### src/rtl/counter_mm.sv
// Multi-mode up/down counter (wrap, saturate, one-shot); outputs registered, one cycle from inputs to cnt_o/tc_o.
// No backpressure: one step per enabled cycle, priority clr > load > start > step.
module counter_mm #(
    parameter int WIDTH   = 8,
    parameter int RST_VAL = 0
) (
    input  logic             clk,
    input  logic             reset,
    input  logic             en,
    input  logic             up_dn,
    input  logic [1:0]       mode,
    input  logic [WIDTH-1:0] limit,
    input  logic             clr,
    input  logic             load,
    input  logic [WIDTH-1:0] load_val,
    input  logic             start,
    output logic [WIDTH-1:0] cnt_o,
    output logic             tc_o,
    output logic             ovf_o,
    output logic             busy_o,
    output logic             done_o
);

    typedef enum logic [1:0] {IDLE, RUN, DONE} state_t;

    localparam logic [WIDTH-1:0] ZERO = '0;
    localparam logic [WIDTH-1:0] ONE  = WIDTH'(1);
    localparam logic [WIDTH-1:0] RSTV = WIDTH'(RST_VAL);
    localparam logic [1:0]       M_SAT = 2'b01;
    localparam logic [1:0]       M_ONE = 2'b10;

    state_t           state_q, state_d;
    logic [WIDTH-1:0] cnt_q, cnt_d;
    logic             tc_q, tc_d;
    logic             ovf_q, ovf_d;

    logic             oneshot;
    logic             step;
    logic             up_term;
    logic             dn_term;
    logic             os_term;
    logic [WIDTH-1:0] cnt_inc;
    logic [WIDTH-1:0] cnt_dec;

    assign oneshot = (mode == M_ONE);
    assign step    = en && (!oneshot || state_q == RUN);
    assign cnt_inc = cnt_q + ONE;
    assign cnt_dec = cnt_q - ONE;
    // ">=" so that lowering limit below the current count still terminates
    assign up_term = (cnt_q >= limit);
    assign dn_term = (cnt_q == ZERO);
    assign os_term = up_dn ? (up_term || cnt_inc == limit) : (cnt_q <= ONE);

    always_ff @(posedge clk or posedge reset) begin
        if (reset) begin
            state_q <= IDLE;
            cnt_q   <= RSTV;
            tc_q    <= 1'b0;
            ovf_q   <= 1'b0;
        end else begin
            state_q <= state_d;
            cnt_q   <= cnt_d;
            tc_q    <= tc_d;
            ovf_q   <= ovf_d;
        end
    end

    always_comb begin
        state_d = state_q;
        if (clr || !oneshot)
            state_d = IDLE;
        else if (load)
            state_d = state_q;
        else if (start)
            state_d = RUN;
        else if (step && os_term)
            state_d = DONE;
    end

    always_comb begin
        cnt_d = cnt_q;
        tc_d  = 1'b0;
        ovf_d = ovf_q;
        if (clr) begin
            cnt_d = ZERO;
            ovf_d = 1'b0;
        end else if (load) begin
            cnt_d = load_val;
        end else if (oneshot && start) begin
            cnt_d = up_dn ? ZERO : limit;
        end else if (step) begin
            if (oneshot) begin
                if (os_term) begin
                    cnt_d = up_dn ? limit : ZERO;
                    tc_d  = 1'b1;
                end else begin
                    cnt_d = up_dn ? cnt_inc : cnt_dec;
                end
            end else if (mode == M_SAT) begin
                // tc only on the transition into the terminal; stepping at it flags overflow
                if (up_dn) begin
                    if (up_term) begin
                        ovf_d = 1'b1;
                    end else begin
                        cnt_d = cnt_inc;
                        tc_d  = (cnt_inc >= limit);
                    end
                end else begin
                    if (dn_term) begin
                        ovf_d = 1'b1;
                    end else begin
                        cnt_d = cnt_dec;
                        tc_d  = (cnt_q == ONE);
                    end
                end
            end else begin
                if (up_dn ? up_term : dn_term) begin
                    cnt_d = up_dn ? ZERO : limit;
                    tc_d  = 1'b1;
                    ovf_d = 1'b1;
                end else begin
                    cnt_d = up_dn ? cnt_inc : cnt_dec;
                end
            end
        end
    end

    always_comb begin
        busy_o = (state_q == RUN);
        done_o = (state_q == DONE);
    end

    assign cnt_o = cnt_q;
    assign tc_o  = tc_q;
    assign ovf_o = ovf_q;

endmodule
### config.mk
export PLATFORM = sky130hd
export DESIGN_NAME = counter_mm
export DESIGN_NICKNAME = d
export VERILOG_FILES = /design/src/rtl/counter_mm.sv
export SDC_FILE = /design/constraint.sdc
export NUM_CORES = 1
export LEC_CHECK = 0
export CORE_MARGIN = 1.5
export CORE_UTILIZATION = 35
export DETAILED_ROUTE_END_ITERATION = 12
export PLACE_DENSITY = 0.62
export RECOVER_POWER = 100
export SYNTH_ARGS = -nofsm -noshare
export SYNTH_HDL_FRONTEND = slang
export SYNTH_SLANG_ARGS = --single-unit
### constraint.sdc
create_clock -name clk -period 3.44 [get_ports clk]
set_input_delay 0.516 -clock clk [delete_from_list [all_inputs] [get_ports clk]]
set_output_delay 0.516 -clock clk [all_outputs]
set_load 0.02 [all_outputs]
==> summary.md, run 1 <==
| Metric | Value |
|---|---|
| Clock latency on the worst-skew pair | ~0.26 ns |
| Area of the multi-input gates | 1391 sq um |
| Synth async-reset ratio | between 90% and 100% |
| CTS tree | built |
| Chip width | between 70 and 80 um |
| Maxcap violations | 0 |
| Startpoint Class | flop |
| Post-CTS Hold Fix Bufs | 0 |
| Layout cell share with drive strength beyond 1 | between 10% and 20% |
| Yosys top cell by area | dfrtp_1 |
| Std-Cell Rows | 26 |
| Remaining Overflow, GRT | 0 |
| Hold_sp | ovf_o |
| Area growth syn-to-layout | 31.23% |
| Placed cell area | 2342 sq um |
| H-tree Lvls | 1 |
| Final WS setup | 0.1953 ns |
| N_diodes | 0 |
| Vias in the first global route | 1846 |
| Hold crit path type | reg -> reg |
| Vias per cell | approximately 5.5 |
| Global Route Usage Sum | between 20% and 30% |
| Ranking of synthesized cells by area | dfrtp_1, ha_1, a21oi_1 |
| Max clock buf depth | 2 |
| Fillers | roughly 550 |
| Endpoint type of the worst setup path | flop |
| Number of warnings issued by yosys | 0 |
| Top-count cell post-synth | nand2_1 |
| Post-synth EDFFs | 0 |
| Worst Path Arrival | 3.43 ns |
| Final setup fails | 0 |
| Max IR drop VDD | between 0.1 and 0.15 mV |
| Final Power | 0.7483 mW |
| Drt pass-1 iters | 4 |
| Crit-path max FO | 5 |
| Mapped Avg Cell Area | 7.740 sq um |
| Std-Cell Core Area | between 5000 and 6000 sq um |
| Starting Density | 36.00% |
| Final ANT Viol Nets | 0 |
| Critical Path RT | 3.63 ns |
| # IOs | 37 |
| Final instance area | 2397 sq um |
| Setup TNS | 0 ns |
| Synthesized Nets | 280 |
| Largest net degree at the start of global routing | 31 |
| CTS sink cnt | 12 |
| Initial antenna violation count | 0 |
| Nets | about 330 |
| Post-synth top flop | dfrtp_1 |
| Global placement routability congestion | 0.8896 |
| Initial DRC count | between 100 and 150 |
| Final HPWL DP | around 4400 um |
| Crit Path Class | reg -> reg |
| Register area | approximately 300 sq um |
| WL/cell | approximately 16 um |
| Synth top cells by count | nand2_1, a21oi_1, ha_1 |
| Post-synth cell types | 55 |
| Worst-path clk slew | approximately 0.070 ns |
| Final Util | approximately 47% |
| Vias | 1927 |
| RSZ-0062 raised after global routing | false |
| Fmax | roughly 300 MHz |
| CTS Root Cell | clkbuf_8 |
| Worst slack at placement | around 0.19 ns |
| RR Startpoint | cnt_o[1] |
| Status | finished, final reports clean |
| Final WL | about 5700 um |
| Leak | roughly 1.1 nW |
| Chip height | between 70 and 80 um |
| Cell Pwr Density | 312.1 nW/um^2 |
| Worst rel slew slack | 62.23% |
| Beginning of the critical path | cnt_o[1] |
| Die ar. | ~5700 sq um |
| TritonCTS Buffers | 3 |
| Clock period minus final worst setup slack | roughly 3.2 ns |
| First-pass GRT wire length | between 8000 and 9000 um |
| Yosys reg bits | 12 |
| Max-slew violations | 0 |
| Post-Syn Area | 1827 sq um |
| Slew @ Worst Pin | between 0.5 and 0.6 ns |
| Crit share post-route | about 94% |
| Post-synthesis sequential area ratio | between 10% and 20% |
| Final hold vios | 0 |
| Share of the synthesized area in the top cell type | approximately 16% |
| DRC violation count after routing | 0 |
| Gate Count Post-Synth | approximately 240 |
| Port bufs | 36 |
| Clock Skew | 0.009623 ns |
[flip-flops by register name, indices dropped and copies added (netlist names)]
register	flops
tc_o	1
state_q	2
cnt_o	8
ovf_o	1
[worst max-delay path: stages (launching register included)]
cell and delay (ns):
dfrtp_1 0.43, ha_1 0.24, and3_1 0.28, nand3_1 0.12, xnor2_1 0.14, ha_1 0.29
nand4_1 0.13, or4_1 0.62, nand2_1 0.24, a31oi_1 0.12, a222oi_1 0.35, a32o_1 0.22
[layout make-up]
class	count	share of cell area, %
multi-input cells	195	58.04
inverters	16	2.505
well taps	70	3.653
repair buffers	55	20.98
clock buffers	4	2.296
flip-flops and latches	12	12.53
[per-layer routing]
| metal | GRT usage (%) | wire length (um) | up-vias |
|---|---|---|---|
| met5 | 0 | 0 | - |
| met4 | 7.143 | 109 | 0 |
| met3 | 2.276 | 302 | 9 |
| met2 | 33.82 | 2622 | 62 |
| met1 | 29.28 | 2644 | 879 |
| li1 | - | - | 977 |
[timing repair]
action,CTS,global route
buffers inserted,0,0
endpoints found under the setup margin,0,2
gates resized for setup,0,0
[cells by family after synthesis]
family / count (synthesis) / synth area share [%]
AND/OR/NAND/NOR: 85 / 25.48
AO/OA/AOI/OAI: 78 / 31.37
buffers and inverters: 29 / 7.397
adder cells (fa/ha/maj): 19 / 13.01
XOR/XNOR: 12 / 5.753
flip-flops: 12 / 16.44
multiplexers: 1 / 0.5480
[final timing paths]
path                       endpoint  slack [ns]  cells after the start
setup / recovery           cnt_o[6]        0.20                     11
hold / removal                ovf_o        0.53                      2
setup reg to reg           cnt_o[6]        0.20                     11
hold reg to reg               ovf_o        0.53                      2
max in group asynchronous  cnt_o[4]        2.31                      2
min in group asynchronous     ovf_o        0.75                      2
[power by group]
part | switching (mW) | internal [mW] | leakage (nW) | total (mW)
registers | 0.0166 | 0.154 | 0.160 | 0.170
clock network | 0.0682 | 0.102 | 0.0288 | 0.170
logic | 0.226 | 0.182 | 0.892 | 0.408
[cells in the final DEF (no fill, tap or decap), types with 8 or more instances in the layout]
cell,count
nor2_1,13
ha_1,19
dlygate4sd3_1,13
buf_4,19
nand3_1,8
nand2_1,22
a21oi_1,19
inv_1,16
nor2b_1,8
dfrtp_1,12
o21ai_0,12
clkdlybuf4s50_1,23
[metrics by stage]
stage | instances | hold WS (ns)
after floorplan | 236 | 0.3807
after global placement | 348 | 0.4951
after detailed placement | 348 | 0.5091
after CTS | 352 | 0.5284
after global routing | 352 | 0.5437
final | 352 | 0.5311
Power figures use the tool's default switching activity.
==> run 2: changes to the inputs <==
--- a/config.mk
+++ b/config.mk
@@ -5,11 +5,11 @@
 export SDC_FILE = /design/constraint.sdc
 export NUM_CORES = 1
 export LEC_CHECK = 0
-export CORE_MARGIN = 1.5
 export CORE_UTILIZATION = 35
 export DETAILED_ROUTE_END_ITERATION = 12
 export PLACE_DENSITY = 0.62
 export RECOVER_POWER = 100
+export SLEW_MARGIN = 30
 export SYNTH_ARGS = -nofsm -noshare
 export SYNTH_HDL_FRONTEND = slang
 export SYNTH_SLANG_ARGS = --single-unit
==> summary.md, run 2 (synthesized netlist as in run 1, its figures left out) <==
| Metric | Value |
|---|---|
| Status | finished, final reports clean |
| Leak | around 1.0 nW |
| Commonest non-fill, non-tap cells in the layout | clkdlybuf4s50_1, nand2_1, a21oi_1, ha_1, inv_1 |
| CTS Root Cell | clkbuf_8 |
| Worst Hold Depth | 2 |
| Cell Pwr Density | ~310 nW/um^2 |
| Starting Density | between 30% and 40% |
| Remaining Overflow, GRT | 0 |
| R2R depth | 11 |
| Logic gate share of total power | between 50% and 60% |
| Cts repair resizes | 0 |
| RSZ-0062 raised after global routing | false |
| Final instance area | about 2300 sq um |
| Max-slew violations | 0 |
| Post-CTS Hold Fix Bufs | 0 |
| Fillers | 510 |
| Proportion of power drawn by flip-flops and latches | 23.8% |
| Final hold vios | 0 |
| N_diodes | 0 |
| Maxcap violations | 0 |
| First-pass GRT wire length | roughly 9500 um |
| Final HPWL DP | roughly 4500 um |
| Worst slack at placement | between 0.05 and 0.06 ns |
| Clock Skew | 0.003358 ns |
| Commonest non-fill, non-tap cell in the layout | clkdlybuf4s50_1 |
| Final Power | ~0.73 mW |
| Max IR drop VDD | around 0.14 mV |
| Global Route Usage Sum | ~22% |
| Max clock buf depth | 2 |
| Std-Cell Core Area | roughly 4900 sq um |
| Worst-path clk slew | about 0.06 ns |
| Crit-path max FO | 8 |
| Vias per cell | around 5.8 |
| Placed cell area | ~2300 sq um |
| Met3 wire length | a little over 300 um |
| Die ar. | around 5500 sq um |
| Layout cell share with drive strength beyond 1 | roughly a tenth |
| Port bufs | 36 |
| Vias | 1985 |
| Most frequent CP cell | ha_1 |
| Internal Power | about 0.42 mW |
| Crit path cell chain | ha_1, and3_1, nand3_1, xnor2_1, ha_1, nand4_1, or4_1, a21boi_4, clkbuf_1, a221oi_1, a32o_1 |
| CP peak stage delay | just over 0.6 ns |
| Crit share post-route | 95.57% |
| Initial antenna violation count | 0 |
| Non-Filler Instances | between 300 and 400 |
| H-tree Lvls | 1 |
| Final setup fails | 0 |
| Chip width | roughly 74 um |
| CTS sink cnt | 12 |
| Initial DRC count | ~150 |
| Global placement routability congestion | approximately 0.95 |
| Switching Fraction | a little over two fifths |
| Nets | roughly 320 |
| CTS tree | built |
| Clock period minus final worst setup slack | 3.288 ns |
| TritonCTS Buffers | 3 |
| Met1 WL | approximately 2700 um |
| CP max stage cell | or4_1 |
| DRC violation count after routing | 0 |
| Vias in the first global route | roughly 1900 |
| Final hold slack | around 0.5 ns |
| Crit Path Class | reg -> reg |
| Clock Power Share | about 22% |
| Worst hold endpoint | ovf_o |
| Final WS setup | 0.1522 ns |
| Chip height | 74.25 um |
| Endpoint type of the worst setup path | flop |
| Slew @ Worst Pin | 0.7849 ns |
| Max reg flops | 8 |
| Largest net degree at the start of global routing | 31 |
| Worst rel slew slack | a little under half |
| DR WL met2 | 2674 um |
| Final ANT Viol Nets | 0 |
| Startpoint Class | flop |
| NetSw | approximately 0.30 mW |
| Setup TNS | 0 ns |
| # IOs | 37 |
| Setup Fix Bufs, Post-CTS | 0 |
| Final Util | a little under half |
| Register area | roughly 300 sq um |
| Final WL | 5736 um |
| Area growth syn-to-layout | 27.40% |
| Fmax | slightly above 300 MHz |
| Std-Cell Rows | 25 |
| Critical Path RT | 3.57 ns |
| WL/cell | about 17 um |
| Worst Path Arrival | 3.41 ns |
| Drt pass-1 iters | 4 |
| Hold_sp | ovf_o |
| R2R setup slack | roughly 0.15 ns |
| Area of the multi-input gates | between 1000 and 1500 sq um |
| Placed insts | roughly 340 |
| RR Startpoint | cnt_o[1] |
| Top Layer Used | met4 |
| Clock latency on the worst-skew pair | approximately 0.24 ns |
| R2r endpoint | cnt_o[5] |
| Hold crit path type | reg -> reg |
==> run 2: worst max-delay path: cells and delay by family, from the launching register on <==
family | cells | cell delay [ns]
simple gates | 4 | 1.11
buf+inv | 1 | 0.19
xor+xnor | 1 | 0.16
fa+ha+maj | 2 | 0.53
compound gates | 3 | 0.72
flops | 1 | 0.46
==> run 2: cell type report <==
class                   instances  share of cell area, %
clock buffers                   4                  2.366
inverters                      16                  2.581
multi-input cells             195                  59.62
flip-flops and latches         12                  12.96
well taps                      67                  3.602
repair buffers                 47                  18.87
==> run 2: worst max path at each step <==
| stage | start | slack, ns | cells past startpoint | end |
|---|---|---|---|---|
| after global placement | cnt_o[1] | 0.08 | 11 | cnt_o[6] |
| after CTS | cnt_o[1] | 0.03 | 11 | cnt_o[6] |
| final | cnt_o[1] | 0.15 | 11 | cnt_o[5] |
| after floorplan | cnt_o[0] | 0.34 | 11 | cnt_o[1] |
| after detailed placement | cnt_o[1] | 0.05 | 11 | cnt_o[6] |
| after global routing | cnt_o[1] | 0.006 | 11 | cnt_o[6] |
==> run 2: per-layer routing <==
| layer | track usage, % | up-vias |
|---|---|---|
| met5 | 0 | - |
| met4 | 5.031 | 0 |
| met3 | 1.762 | 8 |
| met2 | 37.68 | 76 |
| met1 | 31.54 | 945 |
| li1 | - | 956 |
==> run 2: power groups by stage <==
| stage | clock, mW | combinational, mW | sequential (mW) |
|---|---|---|---|
| after detailed placement | 0 | 0.394 | 0.176 |
| after global routing | 0.174 | 0.430 | 0.176 |
| after global placement | 0 | 0.394 | 0.176 |
| after CTS | 0.166 | 0.396 | 0.173 |
| after floorplan | 0 | 0.244 | 0.186 |
| final | 0.163 | 0.393 | 0.174 |
==> run 3: changes to the inputs <==
--- a/config.mk
+++ b/config.mk
@@ -5,11 +5,12 @@
 export SDC_FILE = /design/constraint.sdc
 export NUM_CORES = 1
 export LEC_CHECK = 0
+export ABC_AREA = 1
 export CORE_UTILIZATION = 35
 export DETAILED_ROUTE_END_ITERATION = 12
-export PLACE_DENSITY = 0.62
+export GPL_TIMING_DRIVEN = 1
+export PLACE_DENSITY = 0.61
 export RECOVER_POWER = 100
-export SLEW_MARGIN = 30
 export SYNTH_ARGS = -nofsm -noshare
 export SYNTH_HDL_FRONTEND = slang
 export SYNTH_SLANG_ARGS = --single-unit
==> summary.md, run 3 <==
| Metric | Value |
|---|---|
| Crit Path Class | reg -> reg |
| Largest net degree at the start of global routing | 24 |
| Top-count cell post-synth | nand2_1 |
| CTS sink cnt | 12 |
| Post-synth top flop | dfrtp_1 |
| Ranking of synthesized cells by area | nand2_1, dfrtp_1, ha_1 |
| Yosys reg bits | 12 |
| Maxcap violations | 0 |
| Remaining Overflow, GRT | 0 |
| Leak | 1.322 nW |
| Worst hold endpoint | ovf_o |
| Final WL | about 6100 um |
| Post-CTS Hold Fix Bufs | 0 |
| CTS tree | built |
| Synth async-reset ratio | 100.0% |
| R2R setup slack | 0.53 ns |
| Critical Path RT | roughly 3.6 ns |
| Clock Skew | between 0.003 and 0.004 ns |
| Worst Path Arrival | between 3 and 4 ns |
| First-pass GRT wire length | between 10000 and 15000 um |
| Fmax | around 340 MHz |
| CTS Root Cell | clkbuf_8 |
| TritonCTS Buffers | 3 |
| Commonest non-fill, non-tap cells in the layout | nand2_1, inv_1, nor2_1 |
| Clock period minus final worst setup slack | between 2 and 3 ns |
| Starting Density | 37.46% |
| Max clock buf depth | 2 |
| Worst-path clk slew | ~0.06 ns |
| Mapped Avg Cell Area | just under 6 sq um |
| Hold_sp | ovf_o |
| Crit share post-route | about 85% |
| DRC violation count after routing | 0 |
| Drt pass-1 iters | 5 |
| Vias in the first global route | around 2100 |
| R2R depth | 18 |
| Global Route Usage Sum | between 20% and 30% |
| Setup Fix Bufs, Post-CTS | 0 |
| Synth top cells by count | nand2_1, inv_1, nor2_1 |
| Post-synth EDFFs | 0 |
| R2r endpoint | cnt_o[3] |
| RSZ-0062 raised after global routing | false |
| RR Startpoint | cnt_o[0] |
| Setup TNS | 0 ns |
| Crit-path max FO | 10 |
| Global placement routability congestion | about 0.86 |
| Post-synthesis sequential area ratio | 15.21% |
| Initial antenna violation count | 0 |
| N_diodes | 0 |
| Commonest non-fill, non-tap cell in the layout | nand2_1 |
| Synthesized Nets | 382 |
| Post-Syn Area | 1974 sq um |
| Yosys top cell by area | nand2_1 |
| Share of the synthesized area in the top cell type | about a fifth |
| Std-Cell Rows | 26 |
| Worst rel slew slack | a little over 60% |
| Chip width | approximately 77 um |
| Port bufs | 36 |
| Nets | 419 |
| Die ar. | about 5900 sq um |
| Worst Hold Depth | 1 |
| Cts repair resizes | 0 |
| Status | finished, final reports clean |
| Number of warnings issued by yosys | 0 |
| Chip height | 77.11 um |
| # IOs | 37 |
| Endpoint type of the worst setup path | flop |
| Area growth syn-to-layout | 24.33% |
| Slew @ Worst Pin | roughly 0.57 ns |
| Final hold vios | 0 |
| Final HPWL DP | between 4000 and 5000 um |
| Fillers | about 570 |
| Layout cell share with drive strength beyond 1 | under 10% |
| Hold crit path type | reg -> reg |
| Initial DRC count | between 150 and 200 |
| Post-synth cell types | 33 |
| Vias per cell | 5.196 |
| Final setup fails | 0 |
| Startpoint Class | flop |
| Final instance area | around 2500 sq um |
| H-tree Lvls | 1 |
| Final ANT Viol Nets | 0 |
| Vias | roughly 2300 |
| Max-slew violations | 0 |
| Final Util | about 47% |
| Max IR drop VDD | 0.1600 mV |
| WL/cell | 13.63 um |
| Cell Pwr Density | roughly 310 nW/um^2 |
| Placed cell area | approximately 2400 sq um |
| Clock latency on the worst-skew pair | roughly 0.25 ns |
| Gate Count Post-Synth | between 300 and 400 |
| Std-Cell Core Area | 5270 sq um |
| Max reg flops | 8 |
## run 3: worst max path at each step
stage,to,slack (ns),from,cells after the start
after detailed placement,cnt_o[1],0.66,limit[1],16
after CTS,cnt_o[3],0.71,cnt_o[0],18
final,cnt_o[3],0.53,cnt_o[0],18
after floorplan,state_q[0],1.02,cnt_o[0],17
after global routing,cnt_o[5],0.21,cnt_o[0],17
after global placement,cnt_o[7],0.64,limit[1],16
## run 3: kinds of logic after synthesis
family                   Yosys count  synth area share (%)
flip-flops                        12                 15.21
AO/OA/AOI/OAI                     48                 13.94
adder cells (fa/ha/maj)           19                 12.04
XOR/XNOR                           3                 1.331
buffers and inverters             57                 11.47
AND/OR/NAND/NOR                  199                 46.01
## run 3: report_power, final
group	total [mW]	switching, mW	internal, mW
Combinational	0.418	0.258	0.161
Sequential	0.180	0.0248	0.155
Clock	0.163	0.0612	0.102
## run 3: critical path: stages (launching register included)
cell	delay [ns]
dfrtp_1	0.49
ha_1	0.21
nand2_1	0.05
inv_1	0.14
nand3_1	0.14
o21ai_0	0.23
nand2_1	0.10
ha_1	0.28
nand2_1	0.06
nor2_1	0.14
nand3_1	0.12
nand3_1	0.20
nand2_4	0.15
inv_4	0.14
nor2_1	0.05
nor2_1	0.14
nor2_1	0.06
nand2_1	0.07
nand2_1	0.04
## run 3: layout make-up
| class | count | area, sq um | share of cell area [%] |
|---|---|---|---|
| inverters | 49 | 186.4 | 7.594 |
| clock buffers | 4 | 55.05 | 2.243 |
| flip-flops and latches | 12 | 300.3 | 12.23 |
| well taps | 70 | 87.58 | 3.568 |
| multi-input cells | 269 | 1435 | 58.46 |
| repair buffers | 40 | 390.4 | 15.90 |
## run 3: routing by layer
metal	vias up	routed length (um)	track usage (%)
met4	0	83	5.094
met1	1025	2841	29.04
met2	100	2724	34.73
li1	1172	-	-
met3	10	402	3.690
met5	-	0	0
## run 3: through the flow
stage | power, mW | setup slack [ns] | hold slack, ns | std cells
final | 0.7607 | 0.5257 | 0.5082 | 444
after global placement | 0.6055 | 0.6400 | 0.4952 | 440
after detailed placement | 0.6060 | 0.6598 | 0.5050 | 440
after global routing | 0.8311 | 0.2064 | 0.5393 | 444
after CTS | 0.7701 | 0.7106 | 0.5186 | 444
after floorplan | 0.4663 | 1.023 | 0.3807 | 338
